--- config.mk ---
export PLATFORM = sky130hd
export DESIGN_NAME = dac_wave_seq
export DESIGN_NICKNAME = d
export VERILOG_FILES = /design/src/rtl/dac_wave_seq.sv
export SDC_FILE = /design/constraint.sdc
export NUM_CORES = 1
export LEC_CHECK = 0
export BUFFER_PORTS_ARGS = -buffer_cell sky130_fd_sc_hd__clkbuf_2
export CAP_MARGIN = 10
export CORE_UTILIZATION = 30
export CTS_CLUSTER_SIZE = 12
export DETAILED_ROUTE_END_ITERATION = 16
export PLACE_DENSITY = 0.51
export SYNTH_ARGS = -nofsm -noshare
export SYNTH_HDL_FRONTEND = slang
export SYNTH_SLANG_ARGS = --single-unit
--- constraint.sdc ---
create_clock -name clk -period 6.3 [get_ports clk]
set_input_delay 0.945 -clock clk [delete_from_list [all_inputs] [get_ports clk]]
set_output_delay 0.945 -clock clk [all_outputs]
set_load 0.01 [all_outputs]
--- src/rtl/dac_wave_seq.sv ---
// DAC waveform sequencer: sawtooth/triangle/square/hold generator paced by val_req,
// with an active config and a one-entry pending config swapped in at period boundaries.
module dac_wave_seq #(
  parameter int DAC_BITS = 14
) (
  input  logic                clk,
  input  logic                rst,
  input  logic                run,
  input  logic                cfg_valid,
  output logic                cfg_ready,
  input  logic [1:0]          cfg_mode,
  input  logic [DAC_BITS-1:0] cfg_lo,
  input  logic [DAC_BITS-1:0] cfg_hi,
  input  logic [DAC_BITS-1:0] cfg_step,
  input  logic                val_req,
  output logic [DAC_BITS-1:0] dac_val,
  output logic                busy,
  output logic                period_done,
  output logic                cfg_err
);
  typedef enum logic [1:0] {IDLE, UP, DOWN, HOLD} state_t;
  typedef struct packed {
    logic [1:0]          mode;
    logic [DAC_BITS-1:0] lo;
    logic [DAC_BITS-1:0] hi;
    logic [DAC_BITS-1:0] step;
  } cfg_t;

  state_t              state, nxt_state;
  cfg_t                act, pend, in_cfg;
  logic                p_vld;
  logic [DAC_BITS-1:0] sq_cnt, nxt_cnt, nxt_val;
  logic [DAC_BITS:0]   sum, dif;
  logic                pd;

  assign in_cfg    = '{mode: cfg_mode, lo: cfg_lo, hi: cfg_hi, step: cfg_step};
  assign cfg_ready = ~p_vld;
  assign busy      = (state != IDLE);

  // One val_req step; extra MSB on sum/dif catches overflow and underflow.
  always_comb begin
    sum       = {1'b0, dac_val} + {1'b0, act.step};
    dif       = {1'b0, dac_val} - {1'b0, act.step};
    nxt_val   = dac_val;
    nxt_state = state;
    nxt_cnt   = sq_cnt;
    pd        = 1'b0;
    case (state)
      HOLD: begin
        nxt_val = act.lo;
        pd      = 1'b1;
      end
      UP, DOWN: begin
        case (act.mode)
          2'd1: if (act.step != '0) begin
            if (sum > {1'b0, act.hi}) begin
              nxt_val = act.lo;
              pd      = 1'b1;
            end else begin
              nxt_val = sum[DAC_BITS-1:0];
            end
          end
          2'd2: if (act.step != '0) begin
            if (state == UP) begin
              if (sum >= {1'b0, act.hi}) begin
                nxt_val   = act.hi;
                nxt_state = DOWN;
              end else begin
                nxt_val = sum[DAC_BITS-1:0];
              end
            end else if (dif[DAC_BITS] || dif[DAC_BITS-1:0] <= act.lo) begin
              nxt_val   = act.lo;
              nxt_state = UP;
              pd        = 1'b1;
            end else begin
              nxt_val = dif[DAC_BITS-1:0];
            end
          end
          2'd3: begin
            // Square: UP means output sits at lo, DOWN means it sits at hi.
            if (sq_cnt == act.step) begin
              nxt_cnt = '0;
              if (state == UP) begin
                nxt_val   = act.hi;
                nxt_state = DOWN;
              end else begin
                nxt_val   = act.lo;
                nxt_state = UP;
                pd        = 1'b1;
              end
            end else begin
              nxt_cnt = sq_cnt + 1'b1;
            end
          end
          default: begin
            nxt_val = act.lo;
            pd      = 1'b1;
          end
        endcase
      end
      default: ;
    endcase
  end

  always_ff @(posedge clk or posedge rst) begin
    if (rst) begin
      state       <= IDLE;
      dac_val     <= '0;
      period_done <= 1'b0;
      cfg_err     <= 1'b0;
      p_vld       <= 1'b0;
      pend        <= '0;
      act         <= '{mode: 2'd0, lo: '0, hi: '1, step: DAC_BITS'(1)};
      sq_cnt      <= '0;
    end else begin
      period_done <= 1'b0;
      cfg_err     <= 1'b0;
      if (cfg_valid && cfg_ready) begin
        if (cfg_lo > cfg_hi) begin
          cfg_err <= 1'b1;
        end else if (state == IDLE) begin
          act <= in_cfg;
        end else begin
          pend  <= in_cfg;
          p_vld <= 1'b1;
        end
      end
      if (state == IDLE) begin
        if (run) begin
          dac_val <= act.lo;
          state   <= (act.mode == 2'd0) ? HOLD : UP;
          sq_cnt  <= '0;
        end
      end else if (!run) begin
        state <= IDLE;
      end else if (val_req) begin
        period_done <= pd;
        if (pd && p_vld) begin
          // Period boundary with a queued config: restart on the new one.
          act     <= pend;
          p_vld   <= 1'b0;
          dac_val <= pend.lo;
          state   <= (pend.mode == 2'd0) ? HOLD : UP;
          sq_cnt  <= '0;
        end else begin
          dac_val <= nxt_val;
          state   <= nxt_state;
          sq_cnt  <= nxt_cnt;
        end
      end
    end
  end
endmodule

== Word level (Yosys, flattened, before mapping) ==
Index checks and enable logic that the tools add are counted.

* Memory bits (writable): 0
* Latch bits: 0
* Register bits: 121
* Logic and storage cells: 125
* Bits in read-only memories: 0
* Memories kept: 0
* Input port bits: 49
* Output and inout port bits: 18

* Magnitude comparators: 4
* Shifts and indexed selects: 0
* $mul: 0
* Reduce and logical (&&, ||, !) cells: 17
* $add $sub $neg: 3
* Equal/unequal tests: 18
* Bitwise gates (word level): 3
* Muxes and demuxes: 66
* Divide/modulo/power cells: 0

{| class="wikitable"
|+ Operators with widths
! operator !! count
|-
| 44-bit two-way mux || 7
|-
| 14-bit two-way mux || 21
|-
| 14-bit one-hot mux with 3 select lines || 1
|-
| 2-bit two-way mux || 14
|-
| 14-bit one-hot mux with 2 select lines || 1
|-
| 5-bit inequality test (second input constant) || 5
|-
| 1-bit two-way mux || 19
|-
| 14-bit by 14-bit adder with 15-bit output || 1
|-
| 15-bit by 14-bit >= comparator with 1-bit output || 1
|-
| 15-bit by 14-bit > comparator with 1-bit output || 1
|-
| 14-bit by 14-bit subtractor with 15-bit output || 1
|-
| 14-bit by 1-bit adder with 14-bit output (second input constant) || 1
|-
| 14-bit equality test || 1
|-
| 14-bit > comparator || 1
|-
| 14-bit less-or-equal comparator || 1
|-
| 14-bit nonzero test || 1
|-
| 6-bit inequality test (second input constant) || 2
|-
| 2-bit equality test (second input constant) || 4
|-
| 8-bit AND reduction || 1
|-
| 2-bit logical NOT || 3
|-
| 6-bit AND reduction || 1
|-
| 3-bit nonzero test || 2
|-
| 5-bit by 1-bit inequality test with 1-bit output (second input constant) || 1
|-
| 2-bit by 1-bit equality test with 1-bit output (second input constant) || 2
|-
| 14 further kinds || 18
|}

== Depth between registers and ports, before layout ==
* Depth after elaboration: 13
* Mapped depth: 23

== Least setup slack after synthesis ==
Ideal clock, no wire load.

* Kind: register -> register
* Start point: register act[1] (netlist name)
* End point: register dac_val[0]
* Data required time: 6,177 ps
* Path slack: 1,577 ps
* Stages on the path, launching flop included: 20
* Buffers on the path: 1
* Arrival time: 4,600 ps
* Path through: dfrtp_1 inv_1 ha_1 nor2b_1 o311ai_0 a31oi_1 a311o_1 a21oi_1 o21bai_1 xnor2_1 ha_1 nand3_1 nor4_1 o21bai_1 a311oi_1 or3_1 a211oi_1 nand2_2 buf_2 o221a_2

* Longest elaborated chain between the ends: 13

{| class="wikitable"
|+ RTL lines
! element !! RTL line !! text
|-
| from (decl) || 30 || <nowiki>cfg_t act, pend, in_cfg;</nowiki>
|-
| from (signal assigned) || 113 || <nowiki>act <= '{mode: 2'd0, lo: '0, hi: '1, step: DAC_BITS'(1)};</nowiki>
|-
| from (signal assigned) || 122 || <nowiki>act <= in_cfg;</nowiki>
|-
| from (signal assigned) || 140 || <nowiki>act <= pend;</nowiki>
|-
| 14-bit by 14-bit subtractor with 15-bit output || 43 || <nowiki>dif = {1'b0, dac_val} - {1'b0, act.step};</nowiki>
|-
| 14-bit less-or-equal comparator || 71 || <nowiki>end else if (dif[DAC_BITS] || dif[DAC_BITS-1:0] <= act.lo) begin</nowiki>
|-
| 1-bit logical OR || 71 ||
|-
| 1-bit two-way mux || 71 ||
|-
| 1-bit two-way mux || 64 || <nowiki>if (state == UP) begin</nowiki>
|-
| 1-bit two-way mux || 63 || <nowiki>2'd2: if (act.step != '0) begin</nowiki>
|-
| 1-bit one-hot mux with 3 select lines || 54 || <nowiki>case (act.mode)</nowiki>
|-
| 1-bit one-hot mux with 2 select lines || 48 || <nowiki>case (state)</nowiki>
|-
| 1-bit logical AND || 138 || <nowiki>if (pd && p_vld) begin</nowiki>
|-
| 14-bit two-way mux || 138 ||
|-
| 14-bit two-way mux || 136 || <nowiki>end else if (val_req) begin</nowiki>
|-
| 14-bit two-way mux || 134 || <nowiki>end else if (!run) begin</nowiki>
|-
| 14-bit two-way mux || 128 || <nowiki>if (state == IDLE) begin</nowiki>
|-
| to (signal assigned) || 130 || <nowiki>dac_val <= act.lo;</nowiki>
|-
| to (signal assigned) || 142 || <nowiki>dac_val <= pend.lo;</nowiki>
|-
| to (signal assigned) || 146 || <nowiki>dac_val <= nxt_val;</nowiki>
|-
| to (decl) || 16 || <nowiki>output logic [DAC_BITS-1:0] dac_val,</nowiki>
|}

Parallel ways exist; a longest one is shown, timed or not. The select of a mux whose other input is x is not followed.
A chain may end at the register's enable or synchronous reset.

== Final worst setup path ==
* Start point: register act[2] (netlist name)
* End point: register act[31] (netlist name)

* Longest elaborated chain between the ends: 13

{| class="wikitable"
|+ RTL lines
! element !! RTL line
|-
| 14-bit by 14-bit subtractor with 15-bit output || 43
|-
| 14-bit less-or-equal comparator || 71
|-
| 1-bit logical OR || 71
|-
| 1-bit two-way mux || 71
|-
| 1-bit two-way mux || 64
|-
| 1-bit two-way mux || 63
|-
| 1-bit one-hot mux with 3 select lines (*) || 54
|-
| 1-bit one-hot mux with 2 select lines (*) || 48
|-
| 1-bit logical AND (*) || 138
|-
| 44-bit two-way mux (*) || 138
|-
| 44-bit two-way mux (*) || 136
|-
| 44-bit two-way mux (*) || 134
|-
| 44-bit two-way mux (*) || 128
|}

Every way passes the cells marked *; elsewhere a longest branch is shown, timed or not.

==> run_results.csv <==
group,metric,value,unit
global_route,grt_pass1_wl,44300,µm
routing,viasPerCell,5.28,
routing,post_drt_wl_per_cell,18.7,µm
synthesis,ys_seq_area_share,33.0,%
clock_tree,cts_setup_buffers,0,
clock_tree,h-tree-depth,4,
routing,drt_first_pass_iters,5,
global_route,globalRouteMet3Util,3.08,%
synthesis,synth.area.top_cells,"dfrtp_1 29%, ha_1 11%, mux2i_1 8.0%",
global_route,grt.overflow.total,0,
sta,fmax,178,MHz
global_route,grt_max_degree,69,
run,cap_violations,0,
synthesis,synth_top_cell_area_share,28.7,%
cells_and_area,antenna_cells,0,
critical_path,critPathSlowestCell,"or4_1",
critical_path,cp_cell_sequence,"inv_1 > ha_1 > nor2b_1 > o31a_1 > o211a_1 > or3_1 > a21oi_1 > xnor2_1 > ha_1 > and4_1 > nand3_1 > a21oi_1 > or4_1 > a211oi_2 > or3_1 > o21ai_2 > nor3_4 > buf_12 > o21ai_0",
cells_and_area,area_delta_synth_final,14.2,%
routing,drc,0,
critical_path,crit_family,"simple AND/OR/NAND/NOR gates",
synthesis,yosys_warnings,0,
synthesis,synthArstFlopShare,100,%
synthesis,synthCells,1046,
floorplan,die_x,177,µm
sta,fin_crit_sh,88.9,%
critical_path,worstSetupStartpointType,"flop",
sta,hold_viol_final,0,
synthesis,ys_types,73,
cells_and_area,fillers,3133,
placement,port_buffers,66,
synthesis,syn-num-nets,1176,
run_status,outcome,"finished clean",
clock_tree,numClockSinks,121,
critical_path,crit_path_start,"act[2]",
placement,place.gp.congestion,0.843,
critical_path,critPathArrivalTime,5900,ps
sta,worst_pin_slew,1050,ps
global_route,gr-usage-all-layers,18.5,%
global_route,busiest_layer,"met2",
floorplan,core,30000,µm²
global_route,grt_pass1_vias,7691,
cells_and_area,seq_area,3050,µm²
hold_path,hold_depth,2,
sta,min_period,5600,ps
cells_and_area,drive_gt1_share,17.2,%
synthesis,syn_area_per_cell,8.82,µm²
floorplan,initial_utilization,30.8,%
hold_path,hp-start,"pend[13]",
critical_path,crit_cells,19,
critical_path,path_buf_inv,2,
cells_and_area,multi_input_area,5630,µm²
hold_path,hold_class,"flop to flop",
floorplan,die_area,31500,µm²
clock_tree,cts_root_buf,"clkbuf_16",
critical_path,slowest_delay,620,ps
critical_path,cp.required,6590,ps
sta,final.setup.worst_slack,697,ps
routing,vias,7918,
critical_path,cp_max_fo,63,
sta,slew_violations,0,
floorplan,die_y,177,µm
critical_path,path_class,"flop to flop",
routing,drt_iter0_drc,485,
clock_tree,cts_tree,"built",
critical_path,rr_worst_depth,19,
global_route,use_met1,25.5,%
floorplan,std_cell_rows,63,
floorplan,io_pins,67,
sta,setup-tns-final,0,ps
clock_tree,cts_buffers,17,
synthesis,synth_edf_count,0,
critical_path,endpoint_kind,"flop",
sta,setup_viol,0,
clock_tree,ctsResizeCount,0,
routing,routed_wl,28000,µm
clock_tree,clockBufferDepth,2,
synthesis,ys.flop_type,"dfrtp_1",
routing,ant_nets,0,
placement,dp_hpwl,21600,µm
synthesis,synth_area,9230,µm²
synthesis,ys_ff_latch,121,
clock_tree,clk_latency,430,ps
placement,dp_worst_setup_slack,689,ps
critical_path,timing.rr.start,"act[2]",
sta,relSlewSlack,29.4,%
global_route,gr-usage-met2,29.1,%
cells_and_area,fin_nets,1226,
synthesis,yosys.area.top_type,"dfrtp_1",
clock_tree,clkTransAtPathRegs,50,ps
clock_tree,cts_hold_buf,0,
sta,rsz0062_at_grt,"no",
sta,fin_skew,11.0,ps
global_route,antenna_found_initial,0,
## Yosys cell counts, drive strengths merged, types with 3 or more instances
master / n
a21o: 8
a211oi: 9
or3: 4
a31oi: 6
a311o: 4
o22ai: 12
nor3: 21
nand3: 19
nor2: 63
and3: 11
ha: 79
o311ai: 3
o211ai: 7
mux2i: 74
dfstp: 15
nand3b: 3
o31a: 5
buf: 25
dfrtp: 106
nand2b: 10
nor4: 7
o221ai: 3
a311oi: 5
a31o: 4
inv: 83
o21ai: 119
o31ai: 9
o21a: 11
nand2: 98
nand4: 17
o21bai: 5
clkbuf: 28
a221oi: 5
xnor2: 32
a21oi: 47
and2: 5
o221a: 11
mux2: 32
nor2b: 14
## layout make-up
cell class / instances / area share (%)
inverter: 84 / 3.02
timing repair buffer: 84 / 4.72
multi-input combinational: 788 / 53.4
sequential: 121 / 28.9
clock buffer: 21 / 4.37
clock inverter: 11 / 0.926
tap: 390 / 4.63
## through the flow
step	util (%)	hold WS, ps	std cells	cell area (µm²)
after floorplan	-	444	1046	9230
after global placement	33.2	453	1466	9950
after detailed placement	33.2	464	1466	9950
after CTS	35.1	478	1498	10500
after global routing	35.2	495	1499	10500
final	35.2	472	1499	10500
## layer usage
| layer | part of all wire [%] | up-vias |
|---|---|---|
| met2 | 45 | 221 |
| met4 | 2.3 | 0 |
| met1 | 48 | 3803 |
| met5 | 0 | - |
| met3 | 4.6 | 29 |
| li1 | - | 3865 |
## worst reg2reg max path, cell delays in order, from the launching register on
cell and delay, ps:
dfrtp_1 530, inv_1 90, ha_1 420, nor2b_1 210, o31a_1 310, o211a_1 280, or3_1 360, a21oi_1 190
xnor2_1 190, ha_1 300, and4_1 200, nand3_1 140, a21oi_1 80, or4_1 620, a211oi_2 320, or3_1 230
o21ai_2 100, nor3_4 400, buf_12 300, o21ai_0 190
## registers in the layout, indices dropped and copies added (netlist names)
| name | cells |
|---|---|
| period_done | 1 |
| state | 2 |
| pend | 44 |
| p_vld | 1 |
| dac_val | 14 |
| act | 44 |
| sq_cnt | 14 |
| cfg_err | 1 |
## final timing paths
path,slack [ps],to
worst max-delay path,700,act[31]
worst min-delay path,470,act[13]
worst max register to register,700,act[31]
worst min register to register,470,act[13]
max in group asynchronous,4340,act[29]
min in group asynchronous,690,act[42]
## kinds of logic (layout without fill, tap and decap cells)
family	Yosys count	in the layout	share of synthesized area (%)
xor+xnor	34	34	3.23
fa+ha+maj	81	81	11.1
mux	106	106	11.9
buf+inv	137	200	5.99
flops	121	121	33.0
simple gates	278	278	14.4
compound gates	289	289	20.3
## cell usage in the layout (no fill, tap or decap), types with 5 or more instances in the layout
cell type  count
o21ai_0      110
dfrtp_1      106
nand2_1       97
inv_1         81
ha_1          79
mux2i_1       74
clkbuf_2      66
nor2_1        62
a21oi_1       47
xnor2_1       32
mux2_2        32
nor3_1        19
nand3_1       19
nand4_1       17
clkbuf_16     17
buf_4         16
dfstp_2       15
nor2b_1       14
o22ai_1       12
and3_1        11
o21a_1        11
o221a_2       11
nand2b_1      10
o31ai_1        9
a21o_1         8
a211oi_1       8
o21ai_1        8
o211ai_1       7
nor4_1         7
o21bai_1       5
o31a_1         5
a311oi_1       5
Power is left out: the tool's default activity adds up to more than one toggle a clock period on the data nets, which glitch-free logic cannot reach.
